File: config.mk
export PLATFORM = sky130hd
export DESIGN_NAME = dmem_lsu
export DESIGN_NICKNAME = d
export VERILOG_FILES = /design/src/rtl/dmem_lsu.sv
export SDC_FILE = /design/constraint.sdc
export NUM_CORES = 1
export LEC_CHECK = 0
export BUFFER_PORTS_ARGS = -buffer_cell sky130_fd_sc_hd__buf_2
export CAP_MARGIN = 25
export CORE_MARGIN = 4
export CORE_UTILIZATION = 40
export CTS_CLUSTER_DIAMETER = 80
export DETAILED_ROUTE_END_ITERATION = 8
export GPL_TIMING_DRIVEN = 0
export PLACE_DENSITY = 0.66
export SLEW_MARGIN = 15
export SYNTH_ARGS = -nofsm -noshare
export SYNTH_HDL_FRONTEND = slang
export SYNTH_SLANG_ARGS = --single-unit
File: constraint.sdc
create_clock -name clk -period 2.55 [get_ports clk]
set_input_delay 0.51 -clock clk [delete_from_list [all_inputs] [get_ports clk]]
set_output_delay 0.51 -clock clk [all_outputs]
set_load 0.01 [all_outputs]
File: src/rtl/dmem_lsu.sv
// Load/store unit between the RV32I result stage and a multi-cycle data memory.
// Runs one valid/ready request plus response per access and stalls the core until it retires.
module dmem_lsu #(
  parameter int TIMEOUT   = 255,
  parameter int TIMEOUT_W = 8
) (
  input  logic        clk,
  input  logic        reset_n,
  input  logic        core_rd,
  input  logic        core_wr,
  input  logic [2:0]  core_funct3,
  input  logic [31:0] core_addr,
  input  logic [31:0] core_wdata,
  output logic        core_stall,
  output logic        core_done,
  output logic [31:0] core_rdata,
  output logic        core_err,
  output logic        mem_req_valid,
  input  logic        mem_req_ready,
  output logic        mem_req_we,
  output logic [31:0] mem_req_addr,
  output logic [31:0] mem_req_wdata,
  output logic [3:0]  mem_req_be,
  input  logic        mem_rsp_valid,
  input  logic [31:0] mem_rsp_data,
  input  logic        mem_rsp_err
);

  typedef enum logic [1:0] {IDLE, REQ, RSP, DONE} state_t;

  state_t               state_q, state_d;
  logic [TIMEOUT_W-1:0] cnt_q, cnt_d;
  logic [31:0]          addr_q, addr_d;
  logic [1:0]           off_q, off_d;
  logic [2:0]           f3_q, f3_d;
  logic                 we_q, we_d;
  logic [31:0]          wdata_q, wdata_d;
  logic [3:0]           be_q, be_d;
  logic [31:0]          rdata_q, rdata_d;
  logic                 err_q, err_d;

  logic                 access;
  logic                 misaligned;
  logic                 f3_ok;
  logic                 legal;
  logic [31:0]          st_wdata;
  logic [3:0]           st_be;
  logic [31:0]          lane_word;
  logic [31:0]          load_data;
  logic [TIMEOUT_W-1:0] cnt_inc;

  assign access = core_rd | core_wr;

  // Legality of the access presented in IDLE: alignment, funct3 and op exclusivity.
  always_comb begin
    misaligned = 1'b0;
    case (core_funct3[1:0])
      2'b01:   misaligned = core_addr[0];
      2'b10:   misaligned = |core_addr[1:0];
      default: misaligned = 1'b0;
    endcase
    f3_ok = 1'b0;
    if (core_rd) begin
      f3_ok = (core_funct3 == 3'b000) || (core_funct3 == 3'b001) || (core_funct3 == 3'b010) ||
              (core_funct3 == 3'b100) || (core_funct3 == 3'b101);
    end else begin
      f3_ok = (core_funct3 == 3'b000) || (core_funct3 == 3'b001) || (core_funct3 == 3'b010);
    end
    legal = !(core_rd && core_wr) && f3_ok && !misaligned;
  end

  always_comb begin
    st_wdata = core_wdata;
    st_be    = 4'b1111;
    case (core_funct3[1:0])
      2'b00: begin
        st_wdata = {4{core_wdata[7:0]}};
        st_be    = 4'b0001 << core_addr[1:0];
      end
      2'b01: begin
        st_wdata = {2{core_wdata[15:0]}};
        st_be    = 4'b0011 << core_addr[1:0];
      end
      default: begin
        st_wdata = core_wdata;
        st_be    = 4'b1111;
      end
    endcase
  end

  // Shift the addressed lane down to bit 0, then extend per funct3.
  always_comb begin
    lane_word = mem_rsp_data >> {off_q, 3'b000};
    case (f3_q)
      3'b000:  load_data = {{24{lane_word[7]}}, lane_word[7:0]};
      3'b001:  load_data = {{16{lane_word[15]}}, lane_word[15:0]};
      3'b100:  load_data = {24'd0, lane_word[7:0]};
      3'b101:  load_data = {16'd0, lane_word[15:0]};
      default: load_data = mem_rsp_data;
    endcase
  end

  assign cnt_inc = cnt_q + TIMEOUT_W'(1);

  always_comb begin
    state_d = state_q;
    cnt_d   = cnt_q;
    addr_d  = addr_q;
    off_d   = off_q;
    f3_d    = f3_q;
    we_d    = we_q;
    wdata_d = wdata_q;
    be_d    = be_q;
    rdata_d = rdata_q;
    err_d   = err_q;
    case (state_q)
      IDLE: begin
        if (access) begin
          if (legal) begin
            state_d = REQ;
            addr_d  = {core_addr[31:2], 2'b00};
            off_d   = core_addr[1:0];
            f3_d    = core_funct3;
            we_d    = core_wr;
            wdata_d = core_wr ? st_wdata : 32'd0;
            be_d    = core_wr ? st_be : 4'b0000;
            err_d   = 1'b0;
            rdata_d = 32'd0;
          end else begin
            state_d = DONE;
            err_d   = 1'b1;
            rdata_d = 32'd0;
          end
        end
      end
      REQ: begin
        if (mem_req_ready) begin
          state_d = RSP;
          cnt_d   = '0;
        end
      end
      RSP: begin
        if (mem_rsp_valid) begin
          state_d = DONE;
          err_d   = mem_rsp_err;
          rdata_d = (mem_rsp_err || we_q) ? 32'd0 : load_data;
        end else begin
          cnt_d = cnt_inc;
          if (cnt_inc == TIMEOUT_W'(TIMEOUT)) begin
            state_d = DONE;
            err_d   = 1'b1;
            rdata_d = 32'd0;
          end
        end
      end
      DONE: begin
        state_d = IDLE;
      end
      default: state_d = IDLE;
    endcase
  end

  always_ff @(posedge clk or negedge reset_n) begin
    if (!reset_n) begin
      state_q <= IDLE;
      cnt_q   <= '0;
      addr_q  <= 32'd0;
      off_q   <= 2'd0;
      f3_q    <= 3'd0;
      we_q    <= 1'b0;
      wdata_q <= 32'd0;
      be_q    <= 4'd0;
      rdata_q <= 32'd0;
      err_q   <= 1'b0;
    end else begin
      state_q <= state_d;
      cnt_q   <= cnt_d;
      addr_q  <= addr_d;
      off_q   <= off_d;
      f3_q    <= f3_d;
      we_q    <= we_d;
      wdata_q <= wdata_d;
      be_q    <= be_d;
      rdata_q <= rdata_d;
      err_q   <= err_d;
    end
  end

  // Request fields are gated to REQ so the bus is quiet outside a handshake.
  assign mem_req_valid = (state_q == REQ);
  assign mem_req_we    = mem_req_valid & we_q;
  assign mem_req_addr  = mem_req_valid ? addr_q : 32'd0;
  assign mem_req_wdata = mem_req_valid ? wdata_q : 32'd0;
  assign mem_req_be    = mem_req_valid ? be_q : 4'd0;

  assign core_stall = access & (state_q != DONE);
  assign core_done  = (state_q == DONE);
  assign core_err   = core_done & err_q;
  assign core_rdata = core_done ? rdata_q : 32'd0;

endmodule

==> out/metrics.csv, run 1 <==
stage;metric;value;unit
outcome;status;completed;
synthesis;synth_flop_cell;dfrtp_1;
power_and_ir_drop;p_leak;4.25;nW
setup_path;path_max_fanout;10;
synthesis;synth_top_family_by_area;simple AND/OR/NAND/NOR gates;
global_routing;grt_util_all_layers;0.205;
synthesis;synth_compound_area_frac;0.159;
final_layout;final_cells;1097;
drt;wl;18600;um
global_routing;grt_overflow;0;
sta;grt_setup_unrepaired;true;
final_layout;layout-drive-gt1-share;0.358;
run;maxCapViolations;0;
final_layout;nets;988;
clock_tree;cts.path.max_buffers;2;
synthesis;yosysSeqAreaShare;0.459;
global_routing;grt_pass1_vias;5565;
setup_path;arrival;2.71;ns
synthesis;synth_xor_area_frac;0.00140;
sta;layout_setup_ws;0.133;ns
die;initial_core_util;0.411;
sta;finClkSkew;0.00755;ns
synthesis;synthMuxAreaShare;0.113;
sta;hold_violations;0;
clock_tree;tritoncts;yes;
drt;drcViolationCount;0;
drt;antenna_left;0;
drt;drt_first_pass_iters;5;
drt;vias_per_cell;5.12;
power_and_ir_drop;powerDensity;1090;mW/mm^2
final_layout;n_antenna_cell;0;
setup_path;worstSetupEndpointType;register;
synthesis;syn_area_per_cell;9.78;um^2
clock_tree;cts_buffers;17;
placement;hpwl;14100;um
synthesis;synth.distinct_cells;49;
die;die_x;133;um
synthesis;yosys.area_share.simple;0.209;
setup_path;required;2.84;ns
sta;slew_headroom;0.527;
placement;port_buffers;207;
drt;vias;5619;
synthesis;synth_edf_count;0;
clock_tree;cts_sinks;115;
final_layout;syn_to_final_growth;33.4;%
clock_tree;clkTransAtPathRegs;0.05;ns
die;dieArea;0.0177;mm^2
drt;initialDrtViolationCount;253;
sta;tightest_slew;0.710;ns
global_routing;antenna_found_initial;3;
synthesis;syn_area;0.00627;mm^2
global_routing;grt_max_degree;80;
die;fp-row-count;45;
clock_tree;clockRootBuffer;clkbuf_16;
synthesis;synth_cells;641;
sta;setup_viol_count_final;0;
sta;timing.final.crit_share;0.948;
setup_path;start_kind;register;
synthesis;synth_fa_ha_area_frac;0.0180;
synthesis;async_reset_ff_frac;1.00;
clock_tree;insertion_delay;0.42;ns
power_and_ir_drop;finalPower;0.00912;W
synthesis;yosysWarningCount;0;
drt;wl_per_cell;16.9;um
setup_path;worst-setup-path-type;register to register;
synthesis;synth-seq-cells;115;
die;io_pins;211;
power_and_ir_drop;ir_drop;0.666;mV
clock_tree;htreeDepth;4;
sta;period_needed;2.42;ns
sta;slew_viol_final;0;
final_layout;final_util;0.548;
placement;dp_slack;-0.412;ns
die;fp.dieH;133;um
sta;max_freq;414;MHz
placement;dp_cells;1061;
global_routing;grt_pass1_wl;29000;um
placement;gp_congestion;0.836;
die;coreArea;0.0153;mm^2
worst_hold_path;hp-class;input pin to register;
flip-flops by register name, indices dropped and copies added, names as in the netlist:
register,cells
rdata_q,32
wdata_q,32
addr_q,30
cnt_q,8
be_q,4
f3_q,3
off_q,2
state_q,2
err_q,1
we_q,1
power by group:
group | internal, W | switching, W
clock network | 0.00169 | 0.000866
registers | 0.00264 | 0.000445
logic | 0.00158 | 0.00191
total | 0.00590 | 0.00322
placed cells by master, fill, tap and decap left out, types with 3 or more instances in the layout:
cell type / n
a22o_1: 38
and2_1: 100
nor3_1: 3
mux2_2: 37
ha_1: 7
nand2_1: 47
buf_4: 9
clkbuf_4: 3
clkbuf_8: 3
o221ai_1: 8
a31oi_1: 4
clkinv_4: 4
nand2b_1: 18
clkbuf_16: 17
nor2_1: 44
dfrtp_1: 113
clkbuf_2: 6
inv_1: 16
mux2i_1: 27
buf_2: 211
a21oi_1: 20
a211oi_1: 7
bufinv_16: 4
o21ai_1: 4
nor2b_1: 4
clkbuf_1: 23
nand3_1: 3
a221o_1: 7
o21ai_0: 52
worst max-delay path, stage by stage, from the launching register on:
cell	delay (ns)
dfrtp_1	0.37
inv_1	0.09
ha_1	0.23
nor2b_2	0.19
a31o_2	0.28
or4_1	0.46
buf_2	0.18
buf_6	0.15
a221o_1	0.34
routing by layer:
metal / up-vias / routed length [um] / GRT usage
met5: - / 34 / 0
met4: 6 / 223 / 0.0611
met3: 26 / 1650 / 0.0785
met2: 215 / 8500 / 0.324
met1: 2673 / 8180 / 0.263
li1: 2699 / - / -
synth_stat cells, drive strengths merged, types with 3 or more instances:
cell | count | share of area
a22o | 38 | 0.053
a221o | 7 | 0.011
mux2 | 37 | 0.066
dfrtp | 115 | 0.46
buf | 15 | 0.013
clkbuf | 30 | 0.018
nor2 | 44 | 0.026
nor2b | 5 | 0.0050
a21oi | 20 | 0.016
and2 | 101 | 0.10
a31oi | 4 | 0.0040
inv | 16 | 0.0096
mux2i | 27 | 0.043
a211oi | 7 | 0.0084
nor3 | 4 | 0.0032
nand2 | 47 | 0.028
a21boi | 3 | 0.0036
ha | 9 | 0.018
o21ai | 56 | 0.045
nand3 | 4 | 0.0032
nand2b | 18 | 0.018
o221ai | 8 | 0.011
per-stage QoR:
step	hold WS (ns)	area [um^2]	TNS [ns]
2_1_floorplan	0.214	6270	0
3_3_place_gp	0.453	7570	-95.47
3_5_place_dp	0.442	7610	-28.92
4_1_cts	0.299	8280	0
5_1_grt	0.308	8360	-0.0247
6_report	0.322	8360	0
worst paths after layout:
| path | start | endpoint | slack (ns) | cells after the start |
|---|---|---|---|---|
| setup / recovery | state_q[0] | rdata_q[8] | 0.13 | 8 |
| hold / removal | core_addr[15] | addr_q[15] | 0.32 | 2 |
| setup reg to reg | state_q[0] | rdata_q[8] | 0.13 | 8 |
| hold reg to reg | wdata_q[8] | wdata_q[8] | 0.47 | 2 |
| max in group asynchronous | reset_n | err_q | 1.25 | 3 |
| min in group asynchronous | reset_n | rdata_q[17] | 0.57 | 2 |
final cells by class:
cell class	count	area, um^2
Fill cell	1423	6900
Multi-Input combinational cell	466	3180
Sequential cell	115	2880
Timing Repair Buffer	212	1100
Clock buffer	20	457
Tap cell	211	264
Buffer	45	234
Clock inverter	12	180
Inverter	16	60.1
timing repair:
action                                 CTS  global route
setup buffers                            0             3
endpoints found under the hold margin   36             0
hold buffers                             1             0
setup endpoints to repair               87           117
resized for setup                       14            27
cells by family (layout without fill, tap and decap cells):
| family | Yosys count | count (layout) |
|---|---|---|
| fa+ha+maj | 9 | 9 |
| flops | 115 | 115 |
| simple gates | 241 | 241 |
| other cells | 1 | 2 |
| xor+xnor | 1 | 1 |
| buf+inv | 61 | 305 |
| mux | 65 | 65 |
| compound gates | 148 | 148 |
Note: power is estimated with default switching activity, not from simulation.
==> run 2: changes to the inputs <==
--- a/config.mk
+++ b/config.mk
@@ -8,11 +8,11 @@
 export BUFFER_PORTS_ARGS = -buffer_cell sky130_fd_sc_hd__buf_2
 export CAP_MARGIN = 25
 export CORE_MARGIN = 4
-export CORE_UTILIZATION = 40
+export CORE_UTILIZATION = 45
 export CTS_CLUSTER_DIAMETER = 80
 export DETAILED_ROUTE_END_ITERATION = 8
 export GPL_TIMING_DRIVEN = 0
-export PLACE_DENSITY = 0.66
+export PLACE_DENSITY = 0.73
 export SLEW_MARGIN = 15
 export SYNTH_ARGS = -nofsm -noshare
 export SYNTH_HDL_FRONTEND = slang
==> run 2 against run 1 <==
Core utilization up 7.1 points. Design area decreased by 0.33%. Cell count down 2.7%. Power barely moved. Clock power decreased by 2%. Highest routed layer unchanged. Flip-flop and latch count stayed put. Hold slack got worse by 0.0025 ns. Sequential share of layout area up 0.11 points. Largest power group unchanged. Global-route usage is 3.1 points higher.
==> out/metrics.csv, run 2 (same netlist as run 1, synthesis figures left out) <==
stage;metric;value;unit
sta;tightest_slew;0.659;ns
drt;wl;18800;um
clock_tree;clkTransAtPathRegs;0.06;ns
sta;hold_violations;0;
power_and_ir_drop;powerDensity;1090;mW/mm^2
setup_path;start_kind;register;
global_routing;grt_max_degree;80;
clock_tree;cts_buffers;17;
global_routing;grt_pass1_vias;5725;
setup_path;worst-setup-path-type;register to register;
die;dieArea;0.0159;mm^2
final_layout;reg.largest.list;rdata_q: 32 flops, wdata_q: 32 flops, addr_q: 30 flops;
clock_tree;htreeDepth;4;
sta;max_freq;412;MHz
sta;finClkSkew;0.00527;ns
sta;setup_viol_count_final;0;
clock_tree;cts_sinks;115;
drt;initialDrtViolationCount;440;
power_and_ir_drop;p_leak;4.25;nW
clock_tree;cts.path.max_buffers;2;
clock_tree;tritoncts;yes;
placement;port_buffers;207;
clock_tree;insertion_delay;0.42;ns
die;fp-row-count;42;
final_layout;n_fill_cell;1193;
setup_path;worstSetupEndpointType;register;
final_layout;nets;991;
drt;antenna_left;0;
die;die_x;126;um
final_layout;layout_common_cells;buf_2, dfrtp_1, and2_1;
drt;wl_per_cell;17.6;um
setup_path;arrival;2.73;ns
sta;whs;0.319;ns
drt;vias_per_cell;5.33;
sta;timing.final.crit_share;0.952;
drt;vias;5683;
clock_tree;clockRootBuffer;clkbuf_16;
final_layout;final_common_cell;buf_2;
power_and_ir_drop;finalPower;0.00912;W
die;io_pins;211;
die;fp.dieH;126;um
placement;hpwl;14000;um
die;coreArea;0.0135;mm^2
drt;drcViolationCount;0;
final_layout;fin_area;0.00833;mm^2
global_routing;grt_overflow;0;
global_routing;grt_pass1_wl;30000;um
outcome;status;completed;
placement;gp_congestion;0.894;
drt;drt_first_pass_iters;5;
run;maxCapViolations;0;
setup_path;required;2.85;ns
sta;period_needed;2.43;ns
placement;placed_area;0.00756;mm^2
final_layout;syn_to_final_growth;32.9;%
final_layout;layout-drive-gt1-share;0.358;
global_routing;antenna_found_initial;4;
setup_path;path_max_fanout;10;
worst_hold_path;hp-class;input pin to register;
sta;slew_viol_final;0;
power_and_ir_drop;ir_drop;0.555;mV
sta;slew_headroom;0.560;
die;initial_core_util;0.466;
global_routing;grt_util_all_layers;0.237;
## run 2: routing by layer
layer  vias to the layer above  global-route usage  share of wire
met4                         4              0.0732          0.020
met1                      2709               0.297           0.41
met3                        37              0.0982          0.098
met2                       228               0.375           0.47
met5                         -                   0         0.0011
li1                       2705                   -              -
## run 2: final timing paths
check / slack, ns / startpoint / depth (start not counted) / endpoint
setup / recovery: 0.12 / cnt_q[0] / 8 / rdata_q[14]
hold / removal: 0.32 / core_addr[28] / 2 / addr_q[28]
setup reg to reg: 0.12 / cnt_q[0] / 8 / rdata_q[14]
hold reg to reg: 0.47 / wdata_q[30] / 2 / wdata_q[30]
max in group asynchronous: 1.28 / reset_n / 3 / wdata_q[3]
min in group asynchronous: 0.56 / reset_n / 2 / cnt_q[1]
## run 2: repair_timing
| action | 4_1_cts | 5_1_grt |
|---|---|---|
| buffers inserted | 0 | 7 |
| gates resized for setup | 11 | 21 |
| endpoints found under the setup margin | 86 | 100 |
| pin swaps | 0 | 1 |
| hold buffers | 1 | 0 |
| gates cloned | 0 | 0 |
| endpoints found under the hold margin | 35 | 0 |
## run 2: report_power, final
part | total [W] | internal, W | switching [W] | leakage, nW
combinational | 0.00351 | 0.00161 | 0.00191 | 2.47
sequential | 0.00310 | 0.00264 | 0.000465 | 1.49
clock | 0.00250 | 0.00161 | 0.000888 | 0.302
## run 2: per-stage QoR
| step | util | worst slack, ns | TNS [ns] | cells |
|---|---|---|---|---|
| after global routing | 0.619 | -0.000599 | -0.000599 | 1067 |
| after CTS | 0.612 | 0.0355 | 0 | 1058 |
| after global placement | 0.560 | -0.493 | -80.84 | 1025 |
| final | 0.619 | 0.123 | 0 | 1067 |
| after floorplan | - | 0.0322 | 0 | 642 |
| after detailed placement | 0.562 | -0.411 | -27.35 | 1026 |
## run 2: worst max-delay path: stages, from the launching register on
cell and delay [ns]:
dfrtp_2 0.45, ha_2 0.23, nor2b_1 0.11, o21ai_1 0.11, a31o_2 0.29, or4_1 0.45
buf_2 0.18, buf_6 0.15, a221o_1 0.34
## run 2: area by class of cell
| cell class | instances | area [um^2] | share of cell area |
|---|---|---|---|
| flip-flops and latches | 115 | 2880 | 0.346 |
| plain buffers | 44 | 219 | 0.0263 |
| clock buffers | 20 | 467 | 0.0560 |
| well taps | 176 | 220 | 0.0264 |
| multi-input cells | 466 | 3180 | 0.382 |
| diodes | 2 | 5.00 | 0.000601 |
| repair buffers | 216 | 1140 | 0.137 |
| clock inverters | 12 | 155 | 0.0186 |
| inverters | 16 | 60.1 | 0.00721 |
==> run 3: changes to the inputs <==
--- a/config.mk
+++ b/config.mk
@@ -12,7 +12,7 @@
 export CTS_CLUSTER_DIAMETER = 80
 export DETAILED_ROUTE_END_ITERATION = 8
 export GPL_TIMING_DRIVEN = 0
-export PLACE_DENSITY = 0.73
+export PLACE_DENSITY = 0.75
 export SLEW_MARGIN = 15
 export SYNTH_ARGS = -nofsm -noshare
 export SYNTH_HDL_FRONTEND = slang
==> constraint.sdc (replaced) <==
create_clock -name clk -period 2.15 [get_ports clk]
set_input_delay 0.43 -clock clk [delete_from_list [all_inputs] [get_ports clk]]
set_output_delay 0.43 -clock clk [all_outputs]
set_load 0.01 [all_outputs]
==> run 3 against run 2 <==
The flow now finishes with violations (negative setup slack). Sequential power is 20% higher. Cell count is 1.7% higher. Global-route usage is 0.96 points lower. Flip-flop and latch count stayed put. Register-to-register slack worse by 0.33 ns. Critical path type unchanged. Highest routed layer unchanged.
==> out/metrics.csv, run 3 (same netlist as run 1, synthesis figures left out) <==
stage;metric;value;unit
global_routing;grt_overflow;0;
final_layout;final_common_cell;buf_2;
outcome;violations;negative setup slack;
sta;setup_viol_count_final;44;
setup_path;required;2.44;ns
final_layout;layout_common_cells;buf_2, dfrtp_1, and2_1;
sta;finClkSkew;0.00787;ns
sta;max_freq;425;MHz
die;dieArea;0.0159;mm^2
global_routing;grt_util_all_layers;0.227;
setup_path;arrival;2.64;ns
final_layout;final_util;0.660;
drt;initialDrtViolationCount;363;
die;io_pins;211;
sta;hold_violations;0;
placement;gp_congestion;0.865;
power_and_ir_drop;p_leak;4.46;nW
sta;tightest_slew;0.672;ns
drt;drt_first_pass_iters;6;
drt;antenna_left;0;
placement;hpwl;13600;um
setup_path;cpPeakStageDelay;0.61;ns
placement;dp_slack;-0.636;ns
clock_tree;cts.path.max_buffers;2;
final_layout;nets;1009;
die;initial_core_util;0.466;
sta;layout_setup_ws;-0.203;ns
final_layout;seqCellArea;0.00288;mm^2
final_layout;reg.largest.list;rdata_q: 32 flops, wdata_q: 32 flops, addr_q: 30 flops;
worst_hold_path;hp-class;input pin to register;
global_routing;grt_pass1_wl;28800;um
sta;period_needed;2.35;ns
power_and_ir_drop;powerDensity;1290;mW/mm^2
setup_path;worstSetupEndpointType;register;
drt;wl_per_cell;17.8;um
sta;slew_headroom;0.552;
global_routing;grt_pass1_vias;5644;
drt;wl;19300;um
sta;whs;0.248;ns
placement;port_buffers;207;
clock_tree;cts_buffers;17;
setup_path;worst-setup-path-type;register to register;
die;coreArea;0.0135;mm^2
die;fp.dieH;126;um
outcome;status;finished, violations left;
run;maxCapViolations;0;
clock_tree;cts_sinks;115;
final_layout;multi_input_area;0.00336;mm^2
die;die_x;126;um
die;fp-row-count;42;
power_and_ir_drop;finalPower;0.0115;W
global_routing;grt_max_degree;84;
clock_tree;htreeDepth;4;
setup_path;path_max_fanout;7;
sta;grt_setup_unrepaired;true;
sta;slew_viol_final;0;
setup_path;slowest_stage;or4_4;
drt;vias_per_cell;5.44;
drt;drcViolationCount;0;
final_layout;syn_to_final_growth;41.6;%
clock_tree;clkTransAtPathRegs;0.05;ns
clock_tree;clockRootBuffer;clkbuf_16;
clock_tree;insertion_delay;0.41;ns
final_layout;n_fill_cell;1102;
sta;timing.final.crit_share;1.09;
power_and_ir_drop;ir_drop;0.612;mV
setup_path;path_cells;ha_4, nor2b_1, o21ai_1, a31o_2, or4_4, buf_6, a221o_1;
setup_path;start_kind;register;
clock_tree;tritoncts;yes;
final_layout;layout-drive-gt1-share;0.423;
drt;vias;5901;
global_routing;antenna_found_initial;4;
run 3: changes by cell type in the layout (fill, tap and decap cells not counted), moves of 4 or more:
cell and delta:
buf_4 +17, and2_4 +23, ha_4 +4, inv_1 -4
and2_1 -23, inv_2 +4, buf_6 +31, buf_2 -24
clkbuf_1 -7
run 3: area by class of cell:
type,count,share of cell area
Inverter,16,0.00677
Antenna cell,3,0.000846
Tap cell,176,0.0248
Timing Repair Buffer,235,0.165
Clock buffer,21,0.0519
Sequential cell,115,0.325
Buffer,43,0.0355
Multi-Input combinational cell,466,0.378
Clock inverter,10,0.0123
run 3: per-layer routing:
| layer | vias up | wire length [um] | global-route usage | part of all wire |
|---|---|---|---|---|
| met2 | 265 | 9300 | 0.365 | 0.48 |
| met3 | 44 | 1780 | 0.0741 | 0.092 |
| met1 | 2840 | 7710 | 0.284 | 0.40 |
| met4 | 4 | 484 | 0.0890 | 0.025 |
| met5 | - | 23 | 0 | 0.0012 |
| li1 | 2748 | - | - | - |
run 3: path summary, 6_finish.rpt:
check / endpoint / slack [ns] / cells after the start / startpoint
worst min-delay path: addr_q[5] / 0.25 / 2 / core_addr[5]
worst max-delay path: rdata_q[11] / -0.20 / 7 / cnt_q[1]
min in group asynchronous: wdata_q[28] / 0.49 / 2 / reset_n
worst max register to register: rdata_q[11] / -0.20 / 7 / cnt_q[1]
worst min register to register: wdata_q[11] / 0.47 / 2 / wdata_q[11]
max in group asynchronous: addr_q[19] / 0.95 / 3 / reset_n
run 3: report_power, final:
group	switching [W]	internal, W
combinational	0.00251	0.00253
sequential	0.000575	0.00313
clock	0.000983	0.00175
run 3: what timing repair did:
item | in CTS | in global routing
endpoints found under the hold margin | 32 | 0
buffers inserted | 9 | 12
gates resized for setup | 39 | 87
gates cloned | 2 | 3
hold buffers | 1 | 0
setup endpoints to repair | 134 | 152
pin swaps | 3 | 12
run 3: worst max-delay path, delay by kind of cell (launching register included):
family          cells  cell delay [ns]
simple gates        2             0.72
compound gates      3             0.68
flops               1             0.47
fa+ha+maj           1             0.19
buf+inv             1             0.17
run 3: stage by stage:
stage / cell area, um^2 / cells / setup TNS, ns
floorplan: 6330 / 642 / -0.937
global placement: 7590 / 1025 / -131.96
detailed placement: 7620 / 1026 / -42.51
CTS: 8410 / 1069 / -12.01
global route: 8870 / 1084 / -6.55
finish: 8870 / 1085 / -4.18
